`config.mk`:
```
export PLATFORM = sky130hd
export DESIGN_NAME = tt10_xor_shift
export DESIGN_NICKNAME = d
export VERILOG_FILES = /design/src/rtl/tt10_pkg.sv /design/src/rtl/tt10_xor_shift_core.sv /design/src/rtl/tt10_xor_shift.sv
export SDC_FILE = /design/constraint.sdc
export NUM_CORES = 1
export LEC_CHECK = 0
export ABC_CLOCK_PERIOD_IN_PS = 850
export BUFFER_PORTS_ARGS = -buffer_cell sky130_fd_sc_hd__buf_2
export CORE_AREA = 2 2 39 41
export CTS_CLUSTER_DIAMETER = 40
export DETAILED_ROUTE_END_ITERATION = 8
export DIE_AREA = 0 0 41 43
export GPL_TIMING_DRIVEN = 0
export SYNTH_ARGS = -nofsm -noshare
export SYNTH_HDL_FRONTEND = slang
export SYNTH_SLANG_ARGS = --single-unit
```
`constraint.sdc`:
```
create_clock -name clk -period 0.85 [get_ports clk]
set_input_delay 0.255 -clock clk [delete_from_list [all_inputs] [get_ports clk]]
set_output_delay 0.255 -clock clk [all_outputs]
set_load 0.01 [all_outputs]
```
`src/rtl/tt10_pkg.sv`:
```
// Shared width and reference XOR/shift function for the tt10 XOR-shift block.
package tt10_pkg;

    localparam int WIDTH = 8;

    function automatic logic [WIDTH-1:0] xor_shift(input logic [WIDTH-1:0] a,
                                                   input logic [WIDTH-1:0] b);
        logic [WIDTH-1:0] x;
        x = a ^ b;
        return a[WIDTH-1] ? {x[WIDTH-2:0], 1'b0} : x;
    endfunction

endpackage

```
`src/rtl/tt10_xor_shift_core.sv`:
```
// Combinational datapath: XOR of the operands, then a one-bit left shift selected by A's MSB.
module tt10_xor_shift_core
    import tt10_pkg::*;
#(
    parameter int WIDTH = tt10_pkg::WIDTH
) (
    input  logic [WIDTH-1:0] i_a,
    input  logic [WIDTH-1:0] i_b,
    output logic [WIDTH-1:0] o_y
);

    logic [WIDTH-1:0] w_x;
    logic [WIDTH-1:0] w_shl;
    logic             w_sel;

    assign w_x   = i_a ^ i_b;
    // Shift is keyed on operand A only, never on B or the XOR result.
    assign w_sel = i_a[WIDTH-1];

    genvar gi;
    generate
        for (gi = 0; gi < WIDTH; gi++) begin : g_shl
            if (gi == 0) begin : g_lsb
                assign w_shl[gi] = 1'b0;
            end else begin : g_upper
                assign w_shl[gi] = w_x[gi-1];
            end
        end
    endgenerate

    assign o_y = w_sel ? w_shl : w_x;

endmodule

```
`src/rtl/tt10_xor_shift.sv`:
```
// Top: registers the XOR/shift result every clock; synchronous active-high reset clears it.
module tt10_xor_shift
    import tt10_pkg::*;
#(
    parameter int WIDTH = tt10_pkg::WIDTH
) (
    input  logic             clk,
    input  logic             rst,
    input  logic [WIDTH-1:0] ui_in,
    input  logic [WIDTH-1:0] uio_in,
    output logic [WIDTH-1:0] uo_out
);

    logic [WIDTH-1:0] w_next;
    logic [WIDTH-1:0] r_out;

    tt10_xor_shift_core #(
        .WIDTH (WIDTH)
    ) u_core (
        .i_a (ui_in),
        .i_b (uio_in),
        .o_y (w_next)
    );

    always_ff @(posedge clk) begin
        if (rst) begin
            r_out <= '0;
        end else begin
            r_out <= w_next;
        end
    end

    assign uo_out = r_out;

endmodule

```
# Yosys cells after proc, flatten, opt, wreduce, memory -nomap -nowiden

Cells that the tools add are included.

Register bits after elaboration: 8
Bits in latches: 0
Memory bits (writable): 0
Bits in read-only memories: 0
Bits of input ports: 18
Output and inout bits: 8
Word-level logic and storage cells: 5
Memories: 0

Add/subtract/negate cells: 0
Multipliers: 0
Divide/modulo/power cells: 0
Magnitude comparators: 0
Equal/unequal tests: 0
Shifts and indexed selects: 0
Multiplexer cells: 1
Bitwise gates (word level): 1
Reductions and logical operators: 1

Operators with widths:

| operator         | count |
|---|---|
| $mux W8          | 1 |
| $xor A8 B8 Y8    | 1 |
| $reduce_or A2 Y1 | 1 |

# Logic depth before layout (Yosys ltp)

Gate-level depths: netlist (run 1).

Word-level depth: 2
Depth in mapped cells: 3
Depth with buffers taken out: 2

# By module

A second synthesis (run 1) with hierarchy kept.

Cell total of the unflattened synthesis: 33
Area, all modules: 357.8 sq um

Modules (own cells, without submodules):

| module              | times used | cells an instance | area an instance (sq um) | sequential area each (sq um) |
|---|---|---|---|---|
| tt10_xor_shift      | 1          | 16                | 210.2                    | 160.2 |
| tt10_xor_shift_core | 1          | 17                | 147.6                    | 0.0 |

# Worst setup path after synthesis (run 1)

Ideal clock, no wire load.

Path type: input-to-reg
Start point: input port ui_in[7]
End point: register r_out[1] (netlist: uo_out[1])
Setup time: 75 ps
Arrival: 737 ps
Data required time: 775 ps
Path slack: 37 ps
Cell stages on the path: 3
Buffers on the path: 1
Path through: or2_1 > buf_2 > o22ai_1

Word-level cells in the longest chain between the ends: 1

RTL lines:

| element              | RTL line                  | text |
|---|---|---|
| start, declared      | tt10_xor_shift.sv:9       | `input logic [WIDTH-1:0] ui_in,` |
| $mux W8              | tt10_xor_shift_core.sv:31 | `assign o_y = w_sel ? w_shl : w_x;` |
| end signal, assigned | tt10_xor_shift.sv:29      | `r_out <= w_next;` |
| end, declared        | tt10_xor_shift.sv:15      | `logic [WIDTH-1:0] r_out;` |

Every way passes these cells.
A chain may end at the register's enable or synchronous reset.

# Worst setup path in the final report (run 1)

Start point: register r_out[6] (netlist: uo_out[6])
End point: output port uo_out[6]

RTL lines:

| element       | RTL line             | text |
|---|---|---|
| end, declared | tt10_xor_shift.sv:11 | `output logic [WIDTH-1:0] uo_out` |

No word-level cell between the ends.

==> results.md, run 1 <==
- Initial antenna violation count: 0
- Filler Cells Inserted: 154
- Final hold violation count: 0
- Crit. Startpoint: uo_out[6]
- Share of cells above drive strength 1: 0.545
- TNS Setup: -0.497 ns
- Nets: 75
- Synth-to-Final Area Change: 60.1%
- Number of cells on the critical path: 1
- PD cells: 1830 mW/mm^2
- Slowest Stage Delay on Critical Path: 0.31 ns
- Ports: 26
- Worst Path Arrival: 0.66 ns
- VDD IR max: 0.403 mV
- Cell area after synthesis: 292 sq um
- Critical path peak fanout: 1
- Clock transition at the registers of the reported paths: approximately 0.050 ns
- Worst setup SP type: flop
- Rel. slew slack: 0.857
- Num rows: 14
- Post-CTS Setup Inserts: 0
- Unique cell type count in the Yosys netlist: 8
- Final setup viols: 8
- Remaining DRCs: 0
- Max cap viols: 0
- Via count: 288
- Drt wl/cell: 8.18 um
- # clock sinks: 8
- Fin. max-slew vios: 0
- CTS root buffer: clkbuf_4
- CP endpoint kind: primary output
- Initial core utilization: 0.211
- GRT overflow: 0
- ANT nets after route: 0
- Max stage delay cell, worst path: dfxtp_2
- Largest net degree at the start of global routing: 8
- Synth Instances: 27
- Static leakage: 0.000223 uW
- Total CTS buffers: 3
- Synth Area per Inst: about 11 sq um
- CTS Hold Bufs: 0
- CTS tree: built
- Die ar.: 0.00176 sq mm
- Global Route Usage Sum: 0.0784
- Fin crit share: 1.08
- Worst-Margin Slew: 0.213 ns
- Largest register FFs: 8
- Yosys reg bits: 8
- First-pass GRT wire length: 834 um
- Most frequent cells in the layout: buf_2 (25), xnor2_1 (7), dfxtp_1 (7)
- Crit path required time: ~0.59 ns
- Antenna Cells: 0
- Number of global-route vias before repair: 255
- Violated checks: setup timing
- Setup crit end: uo_out[6]
- Chip Width: 41 um
- Placed cells: 68
- Setup CP Type: reg -> out
- Post-route cell area: 467 sq um
- Placement Setup Slack: -0.123 ns
- Final WS setup: -0.0660 ns
- Net Count, Synth: 45
- Status: finished, violations left
- Core area: 0.00138 sq mm
- I/O Buffers: 25
- Finished Layout Cells: ~70
- Hold Crit Class: in -> reg
- 1st-iter DRT viols: 1
- DP Area: 437 sq um
- WHS Path Cells: 2
- Vias per std cell: 4.06
- Critical-path cell list: buf_6
- Die height: ~43 um
- DRT Wirelength: just under 600 um
- CP Buf/Inv Count: 1
- Clock Tree Buf Depth: 2
- RSZ-0062 raised after global routing: yes
- DRT Pass-1 Iters: 2
- Post-synthesis sequential area ratio: 0.549
- Synth warn: 0
- Crit path time final: 0.916 ns
- Top delay family on crit path: flip-flops
- Fmax: between 1000 and 1500 MHz
- Layout Utilization: 0.337
- Final Wtd Congestion: a little under 0.7
- H-Tree Depth: 1
- Most common cell after layout, fill and taps aside: buf_2
==> through the flow <==
stage,power (uW),hold slack [ns]
after floorplan,508,0.328
after global placement,589,0.439
after detailed placement,593,0.447
after CTS,872,0.178
after global routing,924,0.182
final,856,0.189
==> power breakdown <==
| group | total (uW) | switching, uW | internal (uW) |
|---|---|---|---|
| logic | 172 | 78.4 | 94.0 |
| clock network | 268 | 108 | 160 |
| registers | 416 | 6.58 | 410 |
==> worst min-delay path by stage <==
stage | from | endpoint | slack [ns]
floorplan | rst | uo_out[7] | 0.33
CTS | rst | uo_out[7] | 0.18
global route | rst | uo_out[7] | 0.18
global placement | rst | uo_out[7] | 0.44
finish | rst | uo_out[7] | 0.19
detailed placement | rst | uo_out[7] | 0.45
==> cell usage after synthesis, drive strengths merged <==
| library cell | number | area (sq um) |
|---|---|---|
| nand2b | 1 | 6.26 |
| or2 | 1 | 6.26 |
| buf | 1 | 5.00 |
| dfxtp | 8 | 160 |
| a211oi | 1 | 7.51 |
| o22ai | 6 | 37.5 |
| xnor2 | 7 | 61.3 |
| nor2 | 2 | 7.51 |
==> cell type report <==
class                           instances  area, sq um  area share
Sequential cell                         8          161       0.346
Timing Repair Buffer                   25          131       0.282
Multi-Input combinational cell         18          126       0.271
Clock buffer                            3         22.5      0.0483
Tap cell                               16         20.0      0.0429
Buffer                                  1         5.00      0.0107
==> cells by family after synthesis <==
logic type / share of synthesized area
simple gates: 0.0687
flops: 0.549
compound gates: 0.155
xor+xnor: 0.210
buf+inv: 0.0172
==> layer usage <==
layer | wire (um) | global-route usage | vias to the layer above
li1 | - | - | 150
met1 | 181 | 0.0613 | 122
met2 | 330 | 0.119 | 14
met3 | 53 | 0 | 2
met4 | 14 | 0.140 | 0
met5 | 0 | 0 | -
==> what timing repair did <==
item                                   in CTS  in global routing
setup endpoints to repair                   8                  8
resized for setup                           0                  2
endpoints found under the hold margin       0                  0
Power figures use the tool's default switching activity.
==> run 2: changes to the inputs <==
ABC_AREA = 1   (was default)
SLEW_MARGIN = 0   (was default)
==> run 2 against run 1 <==
Compared with the run above:
- the run still ends with setup timing left
- total power increased by 2.7%
- via count increased by 52%
- critical path depth unchanged
- synthesized cell count increased by 130%
- utilization increased by 8.6 points
- cell area increased by 25%
- maximum frequency decreased by 0.44%
- non-clock buffer count decreased by 1
- die area unchanged
- hold slack improved by 0.036 ns
- clock-buffer cell count unchanged
- clock power increased by 3%
==> results.md, run 2 <==
- Status: finished, violations left
- Violated checks: setup timing
- DRT Pass-1 Iters: 4 (+2)
- Fmax: 1090 MHz (-0.44%)
- Unique cell type count in the Yosys netlist: 6 (-2)
- Num rows: 14 (unchanged)
- Fin. max-slew vios: 0 (unchanged)
- First-pass GRT wire length: 1410 um (+69%)
- Synth warn: 0 (unchanged)
- Top cell type's share of synthesized area: 0.413 (-0.136)
- Hold Crit Class: in -> reg
- CP endpoint kind: primary output
- Critical path peak fanout: 1 (unchanged)
- Post-CTS Setup Inserts: 0 (unchanged)
- RSZ-0062 raised after global routing: yes
- Max stage delay cell, worst path: dfxtp_2
- Cell area after synthesis: 388 sq um (+33%)
- Worst hold endpoint: uo_out[7]
- Leading post-synthesis cells by cell area: dfxtp_1 (41%), nand2_1 (22%), nand3_1 (17%), inv_1 (15%), nor2_2 (3.2%)
- Number of synthesized flops with an enable pin: 0 (unchanged)
- Count leader, synth: nand2_1
- Die height: 43 um (unchanged)
- Largest net degree at the start of global routing: 9 (+1)
- Initial antenna violation count: 0 (unchanged)
- DP Area: 533 sq um (+22%)
- Slowest Stage Delay on Critical Path: 0.31 ns (about the same)
- Worst Min Path Start: uio_in[7]
- Via count: 439 (+52%)
- Synth-to-Final Area Change: 51.0%
- Worst setup SP type: flop
- Core area: 0.00138 sq mm (unchanged)
- 1st-iter DRT viols: 6 (+5)
- Setup CP Type: reg -> out
- Final hold violation count: 0 (unchanged)
- Net Count, Synth: 81 (+80%)
- Initial core utilization: 0.280 (+0.0696)
- Clock transition at the registers of the reported paths: 0.05 ns (about the same)
- Critical-path cell list: buf_6
- Filler Cells Inserted: 150 (-2.6%)
- Share of cells above drive strength 1: 0.374 (-0.172)
- Static leakage: 0.000372 uW (+67%)
- CP Buf/Inv Count: 1 (unchanged)
- CTS root buffer: clkbuf_4
- Cell taking the most area after synthesis: dfxtp_1
- Crit path time final: 0.920 ns (+0.00402 ns)
- Clock Tree Buf Depth: 2 (unchanged)
- DRT Wirelength: 775 um (+33%)
- I/O Buffers: 25 (unchanged)
- Vias per std cell: 4.10 (+1.1%)
- # clock sinks: 8 (unchanged)
- Drt wl/cell: 7.24 um (-11%)
- Nets: 111 (+48%)
- Final WS setup: -0.0700 ns (-0.00402 ns)
- Final Wtd Congestion: 0.585 (-13%)
- Yosys reg bits: 8 (unchanged)
- Final setup viols: 8 (unchanged)
- ANT nets after route: 0 (unchanged)
- VDD IR max: 0.489 mV (+21%)
- Hpwl dp: about 630 um
- Global Route Usage Sum: 0.113 (+0.0342)
- Ports: 26 (unchanged)
- WHS Path Cells: 3 (+1)
- Largest register FFs: 8 (unchanged)
- PD cells: 1500 mW/mm^2 (-18%)
- CTS tree: built
- Synth Area per Inst: 6.16 sq um (-43%)
- Post-route cell area: 586 sq um (+25%)
- Worst Path Arrival: 0.67 ns (about the same)
- Antenna Cells: 0 (unchanged)
- Post-synth top cells: nand2_1 (23), inv_1 (16), nand3_1 (13)
- Register area: 165 sq um (+2.3%)
- Chip Width: 41 um (unchanged)
- Ys async rst share: 0 (unchanged)
- Synth Instances: 63 (+130%)
- Worst-Margin Slew: 0.339 ns (+0.127 ns)
- Post-synthesis sequential area ratio: 0.413 (-0.136)
- Multi-input gate area: 168 sq um (+33%)
- Fin crit share: 1.08 (+0.00473)
- H-Tree Depth: 1 (unchanged)
- Die ar.: 0.00176 sq mm (unchanged)
- Post-synth top flop: dfxtp_1
- Top delay family on crit path: flip-flops
- Number of global-route vias before repair: 417 (+64%)
- Most frequent cells in the layout: nand2_1 (23), buf_2 (21), inv_1 (16)
- Remaining DRCs: 0 (unchanged)
- Rel. slew slack: 0.774 (-0.0836)
- GRT overflow: 0 (unchanged)
- Layout Utilization: 0.423 (+0.0859)
- Max cap viols: 0 (unchanged)
- Most common cell after layout, fill and taps aside: nand2_1
- Total CTS buffers: 3 (unchanged)
- Crit path required time: 0.59 ns (about the same)
run 2: changes by cell type in the layout (fill, tap and decap cells not counted), sizes merged, moves of 6 or more:
cell / previous run / this run
inv: 0 / 16
o22ai: 6 / 0
xnor2: 7 / 0
nand2: 0 / 23
nand3: 0 / 13
run 2: cells by family (layout without fill, tap and decap cells):
kind of cell | after synthesis | count (layout) | synth area share
buffers and inverters | 16 | 44 | 0.155
AND/OR/NAND/NOR | 39 | 39 | 0.432
flip-flops | 8 | 8 | 0.413
run 2: cell type report:
cell class              instances  share of cell area
clock buffers                   3              0.0385
inverters                      16               0.103
multi-input cells              39               0.286
flip-flops and latches          8               0.282
well taps                      16              0.0342
repair buffers                 25               0.256
run 2: report_power, final:
| part | switching (uW) | internal [uW] |
|---|---|---|
| clock network | 115 | 161 |
| registers | 8.91 | 409 |
| logic | 94.1 | 92.5 |
run 2: through the flow:
step | total power, uW | instances | hold slack [ns] | TNS (ns) | worst slack (ns)
final | 880 | 107 | 0.224 | -0.519 | -0.0700
after global routing | 946 | 107 | 0.246 | -0.750 | -0.107
after CTS | 874 | 107 | 0.210 | -0.597 | -0.0828
after detailed placement | 592 | 104 | 0.462 | -0.438 | -0.0726
after global placement | 588 | 104 | 0.456 | -0.458 | -0.0741
after floorplan | 507 | 63 | 0.365 | 0 | 0.171
run 2: worst max path at each step:
stage,from,end,slack [ns],cells after the start
floorplan,ui_in[7],uo_out[1],0.17,3
global placement,ui_in[7],uo_out[5],-0.07,4
detailed placement,ui_in[7],uo_out[5],-0.07,4
CTS,uo_out[4],uo_out[4],-0.08,1
global route,uo_out[6],uo_out[6],-0.11,1
finish,uo_out[7],uo_out[7],-0.07,1
run 2: tightest hold or removal path, cell delays in order:
cell	delay [ns]
buf_2	0.08
nand2_1	0.04
nand2_1	0.06
run 2: what timing repair did:
action                                  4_1_cts  5_1_grt
hold endpoints to repair                      0        0
hold buffers                                  0        0
resized for setup                             0        8
endpoints found under the setup margin        8        8
run 2: layer usage:
metal | part of all wire | routed length, um | global-route usage | up-vias
li1 | - | - | - | 242
met1 | 0.41 | 316 | 0.123 | 181
met2 | 0.51 | 399 | 0.194 | 16
met3 | 0.076 | 59 | 0.0314 | 0
met4 | 0 | 0 | 0.0400 | 0
met5 | 0 | 0 | 0 | -
